## src/rtl/bus_port_arbiter.sv

```systemverilog
// rtl/bus_port_arbiter.sv - two-requester round-robin arbiter in front of a single master port
// Optional watchdog under `ARB_TIMEOUT_EN` (abandons a hung slave after TIMEOUT_CYCLES).
module bus_port_arbiter #(
  parameter int ADDR_WIDTH     = 16,
  parameter int DATA_WIDTH     = 8,
  parameter int TIMEOUT_CYCLES = 1024
) (
  input  logic                    clk,
  input  logic                    rstn,
  input  logic [1:0]              req,
  input  logic [1:0]              req_mode,
  input  logic [2*ADDR_WIDTH-1:0] req_addr,
  input  logic [2*DATA_WIDTH-1:0] req_wdata,
  output logic [1:0]              gnt,
  output logic [1:0]              done,
  output logic [1:0]              err,
  output logic [DATA_WIDTH-1:0]   rdata,
  output logic                    m_valid,
  output logic                    m_mode,
  output logic [ADDR_WIDTH-1:0]   m_addr,
  output logic [DATA_WIDTH-1:0]   m_wdata,
  input  logic                    m_ready,
  input  logic [DATA_WIDTH-1:0]   m_rdata
);

  typedef enum logic [2:0] {
    S_IDLE,
    S_ISSUE,
    S_WAIT_ACK,
    S_WAIT_DONE,
    S_COMPLETE
  } state_t;

  state_t                  state;
  logic                    last_idx;
  logic                    cur_idx;
  logic                    win_idx;
  logic                    sel_mode;
  logic [ADDR_WIDTH-1:0]   sel_addr;
  logic [DATA_WIDTH-1:0]   sel_wdata;

  // Contention goes to whoever was not served last; a lone request always wins.
  always_comb begin
    win_idx = 1'b0;
    if (req == 2'b11) win_idx = ~last_idx;
    else              win_idx = req[1];
    sel_mode  = win_idx ? req_mode[1] : req_mode[0];
    sel_addr  = win_idx ? req_addr[2*ADDR_WIDTH-1:ADDR_WIDTH] : req_addr[ADDR_WIDTH-1:0];
    sel_wdata = win_idx ? req_wdata[2*DATA_WIDTH-1:DATA_WIDTH] : req_wdata[DATA_WIDTH-1:0];
  end

`ifdef ARB_TIMEOUT_EN
  localparam int WD_W = $clog2(TIMEOUT_CYCLES + 1);
  logic [WD_W-1:0] wd_cnt;
  logic [1:0]      err_q;
  logic            wd_timeout;
  assign wd_timeout = (wd_cnt == WD_W'(TIMEOUT_CYCLES - 1));
  assign err        = err_q;
`else
  logic unused_timeout;
  assign unused_timeout = (TIMEOUT_CYCLES != 0);
  assign err            = 2'b00;
`endif

  always_ff @(posedge clk) begin
    if (!rstn) begin
      state    <= S_IDLE;
      gnt      <= 2'b00;
      done     <= 2'b00;
      m_valid  <= 1'b0;
      m_mode   <= 1'b0;
      m_addr   <= '0;
      m_wdata  <= '0;
      rdata    <= '0;
      last_idx <= 1'b1;
      cur_idx  <= 1'b0;
`ifdef ARB_TIMEOUT_EN
      wd_cnt   <= '0;
      err_q    <= 2'b00;
`endif
    end else begin
      case (state)
        S_IDLE: begin
          done <= 2'b00;
`ifdef ARB_TIMEOUT_EN
          wd_cnt <= '0;
`endif
          if ((req != 2'b00) && m_ready) begin
            cur_idx <= win_idx;
            gnt     <= win_idx ? 2'b10 : 2'b01;
            m_mode  <= sel_mode;
            m_addr  <= sel_addr;
            m_wdata <= sel_wdata;
            m_valid <= 1'b1;
            state   <= S_ISSUE;
          end
        end
        S_ISSUE: begin
          m_valid <= 1'b0;
          state   <= S_WAIT_ACK;
        end
        S_WAIT_ACK: begin
          if (!m_ready) begin
            state <= S_WAIT_DONE;
          end
`ifdef ARB_TIMEOUT_EN
          else if (wd_timeout) begin
            state <= S_COMPLETE;
            done  <= gnt;
            err_q <= gnt;
          end
          wd_cnt <= wd_cnt + WD_W'(1);
`endif
        end
        S_WAIT_DONE: begin
          // Slave coming back ready is the completion; m_rdata is valid on this edge only.
          if (m_ready) begin
            state <= S_COMPLETE;
            done  <= gnt;
            if (!m_mode) rdata <= m_rdata;
          end
`ifdef ARB_TIMEOUT_EN
          else if (wd_timeout) begin
            state <= S_COMPLETE;
            done  <= gnt;
            err_q <= gnt;
          end
          wd_cnt <= wd_cnt + WD_W'(1);
`endif
        end
        S_COMPLETE: begin
          done     <= 2'b00;
          gnt      <= 2'b00;
          last_idx <= cur_idx;
          state    <= S_IDLE;
`ifdef ARB_TIMEOUT_EN
          err_q    <= 2'b00;
`endif
        end
        default: begin
          state <= S_IDLE;
        end
      endcase
    end
  end

endmodule

```

## config.mk

```make
export PLATFORM = sky130hd
export DESIGN_NAME = bus_port_arbiter
export DESIGN_NICKNAME = d
export VERILOG_FILES = /design/src/rtl/bus_port_arbiter.sv
export SDC_FILE = /design/constraint.sdc
export NUM_CORES = 1
export LEC_CHECK = 0
export ABC_AREA = 1
export CORE_UTILIZATION = 55
export CTS_CLUSTER_SIZE = 28
export DETAILED_ROUTE_END_ITERATION = 8
export DONT_BUFFER_PORTS = 1
export PLACE_DENSITY = 0.7
export SYNTH_ARGS = -nofsm -noshare
export SYNTH_HDL_FRONTEND = slang
export SYNTH_SLANG_ARGS = --single-unit
```

## constraint.sdc

```tcl
create_clock -name clk -period 3.5 [get_ports clk]
set_clock_uncertainty 0.2 [all_clocks]
set_input_delay 0.7 -clock clk [delete_from_list [all_inputs] [get_ports clk]]
set_output_delay 0.7 -clock clk [all_outputs]
set_load 0.05 [all_outputs]
```

---- Word level (Yosys, flattened, before mapping) ----
Cells that the tools add are included.
Widths: inputs -> output; s select.
word-level totals
  register bits after elaboration ......... 43
  bits in latches ......................... 0
  bits in writable memories ............... 0
  memory bits (read-only) ................. 0
  output and inout bits ................... 40
  logic and storage cells ................. 48
  memories kept ........................... 0
cells by class
  add/sub/neg operators ................... 0
  multiply operators ...................... 0
  div/mod/pow operators ................... 0
  $lt $le $gt $ge ......................... 0
  eq/ne operators ......................... 8
  shift-type cells ........................ 0
  muxes and demuxes ....................... 15
  bitwise gates (word level) .............. 2
  reduce and logical (&&, ||, !) cells .... 13
operators by type and width
  kind                count
  $mux 16             1
  $pmux 3 s4          1
  $mux 3              3
  $mux 8              1
  $pmux 2 s2          2
  $reduce_and 2->1    4
  $reduce_bool 2->1   4
  $eq 3x2->1 const B  2
  $mux 2              3
  $ne 2x2->1 const B  3
  $reduce_and 3->1    2
  $eq 3x1->1 const B  1
  $eq 3x3->1 const B  1
  $logic_not 3->1     1
  $mux 1              3
  $eq 2x2->1 const B  1
  $not 1->1           2
  $pmux 1 s2          1
  $reduce_or 2->1     1
  $logic_and 1x1->1   1

---- Longest topological paths before layout ----
Gate-level depths: netlist of run 1.
  word-level depth ........................ 5
  mapped depth ............................ 8

---- Worst setup path after synthesis of run 1 ----
OpenSTA, ideal clock, no wires.
  path kind ............................... input -> register
  from .................................... input req[1]
  to ...................................... register m_mode
  library setup time ...................... 0.071 ns
  data arrival time ....................... 1.414 ns
  required time ........................... 3.229 ns
  path slack .............................. 1.815 ns
  cell stages on the path ................. 6
  buffers on the path ..................... 1
  path through ............................ o21ai_2 > nor2_8 > inv_4 > buf_6 > nand2_1 > a21oi_1
on the way
  longest elaborated chain between the ends .. 3
  elaborated cells between the ends (all ways) .. 6
  those cells by class .................... 1 x eq/ne; 2 x mux; 3 x reduce/logical
ends and longest elaborated chain
  what                                             line    text
  start: declaration                               10      input logic [1:0] req,
  $eq 2x2->1 or $reduce_bool 2->1 (tied branches)  45, 88
  $mux 1 or $logic_and 1x1->1 (tied branches)      45, 88
  $mux 1 or $reduce_and 2->1 (tied branches)       -
  end signal: assignment                           91      m_mode <= sel_mode;
  end: declaration                                 19      output logic m_mode,
Several ways; a longest one is shown, not always the timed one.
A chain may end at the register's enable or synchronous reset.

---- Worst setup path in the final report of run 1 ----
  from .................................... register m_addr[8]
  to ...................................... output m_addr[8]
RTL lines
  what                      line  text
  start: declaration        20    output logic [ADDR_WIDTH-1:0] m_addr,
  start signal: assignment  92    m_addr <= sel_addr;
No word-level cell between the ends.

==> out/metrics.csv, run 1 <==
stage,metric,value,unit
clocking,clk_latency,0.34,ns
clocking,tritoncts,done,
timing,rsz0062_at_grt,false,
worst_hold_path,hold_depth,1,
synthesis,synth_cell_types,21,
timing,period_needed,1.93,ns
finish,area_growth,3.11,%
timing,finalSetupViolCount,0,
worst_setup_path,endpoint_kind,primary output,
timing,drv_slew,0,
timing,setup_tns,0,ns
die,core,3360,um^2
finish,finalCoreUtilization,59.3,%
worst_hold_path,min_to,last_idx,
die,die_w,61.3,um
placed_design,io_buffers,0,
finish,most-common-layout-cells,"142 x nand2_1, 43 x dfxtp_1, 31 x a21oi_1, 24 x nor2_1, 12 x o21ai_0",
worst_setup_path,crit_path_start_kind,flop,
finish,diodes,0,
die,io_pins,103,
clocking,post_cts_buffers,0,
worst_setup_path,r2r_cells,7,
clocking,cts_htree_levels,2,
synthesis,ys_seq_area_share,44.5,%
finish,final_common_cell,nand2_1,
grt,track_usage,21.7,%
clocking,cts_resized,0,
grt,grt_antenna_before_repair,0,
clocking,cts_buffers,5,
die,dieArea,3760,um^2
grt,grt.overflow.total,0,
pwr,p_total,1170,uW
worst_setup_path,r2r_end,m_addr[5],
outcome,status,"complete, no violations",
synthesis,syn_area,1930,um^2
worst_setup_path,r2r_slack,1.70,ns
timing,hold_violations,0,
pwr,ir_drop,0.414,mV
synthesis,avgSynthCellArea,6.67,um^2
routing,drtAntennaViolNets,0,
routing,dr_total_vias,1686,
worst_hold_path,hold_path.startpoint,rstn,
synthesis,synth-seq-cells,43,
job,cap_violations,0,
worst_setup_path,critPathMaxFanout,2,
clocking,cts_root_buffer,clkbuf_4,
die,die_y,61.3,um
synthesis,syn_inst,290,
placed_design,dp_slack,1.26,ns
synthesis,synth_area_leaders,"dfxtp_1 45%, nand2_1 28%, a21oi_1 8.0%",
placed_design,gp_congestion,0.877,
clocking,cts.clk_slew.worst_paths,0.13,ns
worst_setup_path,reg2reg_from,last_idx,
pwr,pwr_density_cell,588,nW/um^2
die,rows,21,
routing,drc_errors,0,
placed_design,placedCellCount,324,
synthesis,synth_area_leader_cell,dfxtp_1,
worst_hold_path,hold_class,in2reg,
grt,grt_max_degree,29,
die,start_util,57.5,%
routing,dr.pass1.iters,4,
clocking,cts_max_path_buffers,2,
worst_setup_path,path_class,reg2out,
grt,grt_pass1_vias,1333,
clocking,cts-hold-fix-buffers,0,
timing,relSlewSlack,60.4,%
timing,period_share,55.0,%
finish,nets,348,
timing,fmax,0.519,GHz
pwr,p_leak,0.000879,uW
routing,wirelength,4040,um
finish,finalNonFillerCells,332,
synthesis,synth_warnings,0,
grt,grt_pass1_wl,5910,um
worst_setup_path,arrival,1.03,ns
routing,drt_iter0_drc,100,
worst_setup_path,critPathRequiredTime,2.60,ns
routing,wl_per_cell,12.2,um
routing,routed_via_density,5.08,
synthesis,synth_top_area_share,44.5,%
timing,worst_pin_slew,0.594,ns
timing,setup_slack,1.57,ns
finish,drive_above_1_share,6.29,%
placed_design,place_hpwl,2770,um
clocking,clock-sinks,43,
-- stage by stage --
| step | hold WS, ns | area (um^2) |
|---|---|---|
| after floorplan | 0.240 | 1940 |
| after CTS | 0.217 | 1990 |
| after global placement | 0.261 | 1910 |
| after detailed placement | 0.263 | 1910 |
| after global routing | 0.220 | 1990 |
| final | 0.233 | 1990 |
-- worst max-delay path by stage --
stage | from | endpoint | slack (ns) | depth (start not counted)
6_report | m_addr[8] | m_addr[8] | 1.57 | 0
5_1_grt | last_idx | m_addr[5] | 1.52 | 7
4_1_cts | m_addr[8] | m_addr[8] | 1.55 | 0
3_5_place_dp | req[0] | m_addr[5] | 1.26 | 7
3_3_place_gp | req[0] | m_wdata[4] | 1.36 | 7
2_1_floorplan | req[1] | m_mode | 1.82 | 6
-- final cells by class --
| class | instances | area [um^2] |
|---|---|---|
| fill | 364 | 1370 |
| multi-input combinational | 222 | 933 |
| sequential | 43 | 861 |
| tap | 46 | 57.6 |
| clock buffer | 6 | 51.3 |
| inverter | 12 | 47.5 |
| clock inverter | 2 | 35.0 |
| timing repair buffer | 1 | 7.51 |
-- where the power goes --
| group | switching (uW) | total, uW | internal (uW) |
|---|---|---|---|
| registers | 143 | 670 | 527 |
| clock network | 155 | 324 | 169 |
| logic | 121 | 179 | 58.2 |
| total | 418 | 1170 | 754 |
-- cell usage after synthesis --
cell      instances
nor2_1           24
inv_4             1
buf_4             2
inv_2             2
nand2_2           2
conb_1            1
buf_6             4
o21ai_2           1
inv_1             9
clkbuf_1          3
buf_2             4
o21ai_0          12
buf_1             1
nor2_4            1
nor2_8            1
nand4_1           1
nand2_1         142
a21oi_1          31
dfxtp_1          43
a21oi_2           1
nand3_1           4
-- sequential cells by signal, summed over array words and instances (netlist names) --
register  flops
m_mode        1
last_idx      1
state         3
gnt           2
m_valid       1
cur_idx       1
m_addr       16
m_wdata       8
done          2
rdata         8
-- logic make-up (layout without fill, tap and decap cells) --
| logic type | after synthesis | in the layout | share of synthesized area [%] |
|---|---|---|---|
| AND/OR/NAND/NOR | 175 | 175 | 35.9 |
| AO/OA/AOI/OAI | 45 | 45 | 12.0 |
| flip-flops | 43 | 43 | 44.5 |
| buffers and inverters | 26 | 21 | 7.38 |
| other | 1 | 2 | 0.194 |
-- routing by layer --
metal	part of all wire [%]	GRT usage (%)
met1	42	24.8
met2	50	37.3
met3	7.8	7.77
met4	1.1	7.47
met5	0	0
(Power assumes the default switching activity.)
==> run 2, diff against run 1 <==
- PLACE_DENSITY: 0.7 -> 0.73
- clock period: 3.5 -> 1.57 ns (I/O delays scaled with it)
==> run 2 against run 1 <==
- hold slack got worse by 0.15 ns
- global-route usage rose by 7.5 points
- sequential share of layout area fell by 10 points
- wire length rose by 38%
- highest routed layer unchanged
==> out/metrics.csv, run 2 (synthesis results as in run 1) <==
stage,metric,value,unit
outcome,status,"complete, no violations",
worst_hold_path,hold_class,in2reg,
routing,drt_iter0_drc,162,
grt,grt_antenna_before_repair,0,
worst_setup_path,critPathMaxFanout,12,
grt,grt_max_degree,28,
die,dieArea,3760,um^2
worst_setup_path,endpoint_kind,flop,
finish,final_common_cell,nand2_1,
routing,routed_via_density,5.23,
grt,grt_pass1_vias,1826,
pwr,p_leak,0.00117,uW
finish,nets,417,
finish,reg_top3,"m_addr x16, m_wdata x8, rdata x8",
timing,relSlewSlack,65.0,%
placed_design,io_buffers,0,
finish,most-common-layout-cells,"141 x nand2_1, 60 x dlygate4sd3_1, 31 x a21oi_1, 24 x nor2_1, 24 x dfxtp_1",
routing,wl_met3,543,um
worst_setup_path,critPathRequiredTime,1.65,ns
placed_design,place_area,1980,um^2
routing,topRoutingLayerUsed,met4,
timing,worst_pin_slew,0.525,ns
finish,diodes,0,
grt,grt_pass1_wl,7890,um
grt,grt.overflow.total,0,
pwr,ir_drop,0.658,mV
grt,track_usage,29.2,%
die,core,3360,um^2
finish,area_growth,38.3,%
timing,setup_slack,0.0140,ns
worst_setup_path,path_class,reg2reg,
placed_design,placedCellCount,332,
worst_setup_path,arrival,1.64,ns
clocking,cts_max_path_buffers,2,
die,io_pins,103,
clocking,cts.clk_slew.worst_paths,0.13,ns
timing,finalSetupViolCount,0,
clocking,cts_htree_levels,2,
finish,drive_above_1_share,13.0,%
routing,wirelength,5560,um
placed_design,dp_slack,0.0795,ns
die,die_y,61.3,um
routing,drtAntennaViolNets,0,
placed_design,gp_congestion,0.954,
timing,drv_slew,0,
die,die_w,61.3,um
timing,period_needed,1.56,ns
timing,fmax,0.643,GHz
clocking,tritoncts,done,
placed_design,place_hpwl,2960,um
finish,finalNonFillerCells,401,
routing,m1WireLength,2240,um
finish,largest_register,m_addr,
finish,stdcell_area,2670,um^2
routing,wl_per_cell,13.9,um
routing,dr.pass1.iters,4,
clocking,clk_latency,0.36,ns
timing,period_share,99.1,%
job,cap_violations,0,
clocking,cts_root_buffer,clkbuf_4,
routing,dr_total_vias,2096,
routing,drc_errors,0,
finish,largest_reg_flops,16,
pwr,pwr_density_cell,983,nW/um^2
clocking,clock-sinks,43,
timing,hold_violations,0,
die,start_util,57.5,%
die,rows,21,
routing,met2_length,2660,um
worst_setup_path,crit_path_start_kind,flop,
clocking,cts_buffers,5,
## run 2: changes by cell type in the layout (fill, tap and decap cells not counted), moves of 8 or more
| cell | before | now |
|---|---|---|
| buf_4 | 1 | 9 |
| dfxtp_1 | 43 | 24 |
| dfxtp_2 | 0 | 19 |
| dlygate4sd3_1 | 0 | 60 |
## run 2: final cells by class
class                      count  area (um^2)
sequential                    43          885
clock buffer                   6         41.3
tap                           46         57.6
clock inverter                 2         12.5
timing repair buffer          70          688
multi-input combinational    222          936
fill                         238          691
inverter                      12         52.6
## run 2: critical path, stage by stage (launching register included)
cell	delay (ns)
dfxtp_2	0.37
nor2_4	0.15
nand2_2	0.10
nor2_8	0.16
buf_4	0.22
nand2_1	0.08
a21oi_1	0.19
## run 2: final timing paths
check | slack (ns) | end | cells past startpoint | from
min | 0.08 | state[1] | 5 | m_ready
min reg2reg | 0.28 | m_addr[15] | 2 | m_addr[15]
max | 0.01 | m_addr[5] | 6 | state[0]
max reg2reg | 0.01 | m_addr[5] | 6 | state[0]
## run 2: stage by stage
step                      hold WS, ns  total power, uW  util (%)  setup TNS [ns]
after floorplan                 0.240             1880         -               0
after global placement          0.202             1950      58.9               0
after detailed placement        0.207             1960      58.9               0
after CTS                      0.0710             2590      78.3               0
after global routing           0.0925             2750      79.5         -0.0349
final                          0.0828             2630      79.5               0
## run 2: repair_timing
| item | in CTS | in global routing |
|---|---|---|
| setup endpoints to repair | 0 | 51 |
| resized for setup | 0 | 23 |
| hold buffers | 60 | 0 |
| setup buffers | 0 | 1 |
| hold endpoints to repair | 37 | 0 |
## run 2: layer usage
metal  vias to the layer above  GRT usage (%)
li1                       1030              -
met4                         0           11.4
met3                        15           11.1
met1                       930           33.8
met2                       121           48.6
met5                         -              0
## run 2: report_power, final
| group | internal, uW | switching, uW | total (uW) |
|---|---|---|---|
| sequential | 1190 | 281 | 1470 |
| combinational | 263 | 366 | 629 |
| clock | 173 | 358 | 531 |
==> run 3, diff against run 2 <==
- PLACE_DENSITY: 0.73 -> 0.7
- clock period: 1.57 -> 1.8 ns (I/O delays scaled with it)
==> run 3 against run 2 <==
- cell count fell by 14%
- flip-flop and latch count unchanged
- final area decreased by 22%
- sequential share of layout area increased by 8.2 points
- setup slack better by 0.21 ns
- first-iteration DRC count decreased by 59%
- total power down 18%
- utilization down 18 points
- highest routed layer unchanged
==> out/metrics.csv, run 3 (synthesis results as in run 1) <==
stage,metric,value,unit
outcome,status,"complete, no violations",
timing,rsz0062_at_grt,false,
worst_setup_path,critPathMaxFanout,2,
job,cap_violations,0,
finish,seq_area,861,um^2
die,die_y,61.3,um
timing,setup_tns,0,ns
finish,nets,361,
routing,routed_via_density,4.98,
timing,relSlewSlack,64.5,%
pwr,intPower,1340,uW
grt,use_met1,25.9,%
placed_design,place_hpwl,2760,um
finish,multi_input_area,933,um^2
timing,setup_slack,0.220,ns
worst_setup_path,path_depth,0,
worst_setup_path,crit_path_start_kind,flop,
clocking,cts-hold-fix-buffers,9,
pwr,p_leak,0.000922,uW
finish,reg_top3,"m_addr x16, m_wdata x8, rdata x8",
pwr,combPwrFrac,17.8,%
grt,grt_pass1_wl,6170,um
grt,grt_pass1_vias,1431,
routing,drtAntennaViolNets,0,
routing,dr.pass1.iters,5,
pwr,pwr_density_cell,1030,nW/um^2
pwr,pwr-share-seq,60.3,%
grt,grt_max_degree,28,
die,io_pins,103,
grt,grt.met2_usage,36.8,%
timing,fmax,0.633,GHz
clocking,cts_resized,0,
pwr,p_total,2150,uW
grt,grt.overflow.total,0,
routing,dr_total_vias,1712,
die,core,3360,um^2
clocking,clock-sinks,43,
finish,most-common-layout-cells,"142 x nand2_1, 43 x dfxtp_1, 31 x a21oi_1, 24 x nor2_1, 12 x o21ai_0",
die,die_w,61.3,um
clocking,post_cts_buffers,0,
clocking,cts.clk_slew.worst_paths,0.12,ns
placed_design,io_buffers,0,
finish,area_growth,7.77,%
placed_design,dp_slack,0.209,ns
grt,grt_busiest_layer,met2,
routing,drc_errors,0,
finish,fillerInstances,327,
worst_setup_path,endpoint_kind,primary output,
timing,period_share,87.8,%
worst_hold_path,hold_depth,2,
finish,finalCoreUtilization,61.9,%
worst_setup_path,arrival,1.02,ns
timing,worst_pin_slew,0.532,ns
timing,drv_slew,0,
worst_setup_path,critPathRequiredTime,1.24,ns
timing,hold_violations,0,
finish,diodes,0,
pwr,clkPwrFrac,21.9,%
grt,grt_antenna_before_repair,0,
finish,largest_register,m_addr,
finish,final_common_cell,nand2_1,
worst_hold_path,hold_class,in2reg,
routing,wl_per_cell,11.8,um
die,dieArea,3760,um^2
routing,wirelength,4070,um
finish,drive_above_1_share,7.05,%
timing,finalSetupViolCount,0,
die,rows,21,
clocking,cts_max_path_buffers,2,
clocking,cts_root_buffer,clkbuf_4,
routing,drt_iter0_drc,67,
pwr,switching_share,37.6,%
worst_setup_path,r2r_cells,6,
clocking,cts_htree_levels,2,
placed_design,gp_congestion,0.867,
timing,period_needed,1.58,ns
grt,met3_usage,9.24,%
grt,track_usage,22.7,%
pwr,p_switching,808,uW
clocking,tritoncts,done,
die,start_util,57.5,%
pwr,ir_drop,0.527,mV
worst_setup_path,path_class,reg2out,
clocking,cts_buffers,5,
clocking,clk_latency,0.35,ns
finish,largest_reg_flops,16,
[run 3: cell types whose count changed in the layout (fill, tap and decap cells not counted)]
cell	previous run	this run
nand2_2	3	2
dfxtp_2	19	0
buf_4	9	5
clkinvlp_4	1	0
nand2_1	141	142
clkbuf_8	0	1
dlygate4sd3_1	60	9
inv_2	1	2
dfxtp_1	24	43
buf_12	1	0
inv_6	1	0
clkbuf_1	1	0
[run 3: per-stage QoR]
stage / std cells / cell area [um^2] / hold slack [ns]
after floorplan: 291 / 1940 / 0.240
after global placement: 328 / 1940 / 0.247
after detailed placement: 328 / 1940 / 0.250
after CTS: 344 / 2080 / 0.00945
after global routing: 344 / 2080 / 0.0120
final: 344 / 2080 / 0.0211
[run 3: routing by layer]
metal / up-vias / routed length (um)
met5: - / 0
met4: 0 / 85
met3: 10 / 310
met1: 722 / 1810
met2: 62 / 1860
li1: 918 / -
[run 3: final cells by class]
| type | instances | area share, % |
|---|---|---|
| clock inverter | 1 | 0.240 |
| tap | 46 | 2.76 |
| sequential | 43 | 41.3 |
| multi-input combinational | 222 | 44.8 |
| inverter | 12 | 2.28 |
| clock buffer | 6 | 2.46 |
| timing repair buffer | 14 | 6.13 |
[run 3: power by group through the flow]
stage	clock (uW)	sequential, uW	combinational, uW
2_1_floorplan	0	1310	330
6_report	472	1300	382
5_1_grt	524	1310	442
3_5_place_dp	0	1320	367
3_3_place_gp	0	1320	362
4_1_cts	489	1300	385
[run 3: final timing paths]
kind | startpoint | end | slack [ns]
worst max-delay path | rdata[3] | rdata[3] | 0.22
worst min-delay path | m_ready | state[2] | 0.02
worst min register to register | cur_idx | cur_idx | 0.27
worst max register to register | state[1] | rdata[0] | 0.22
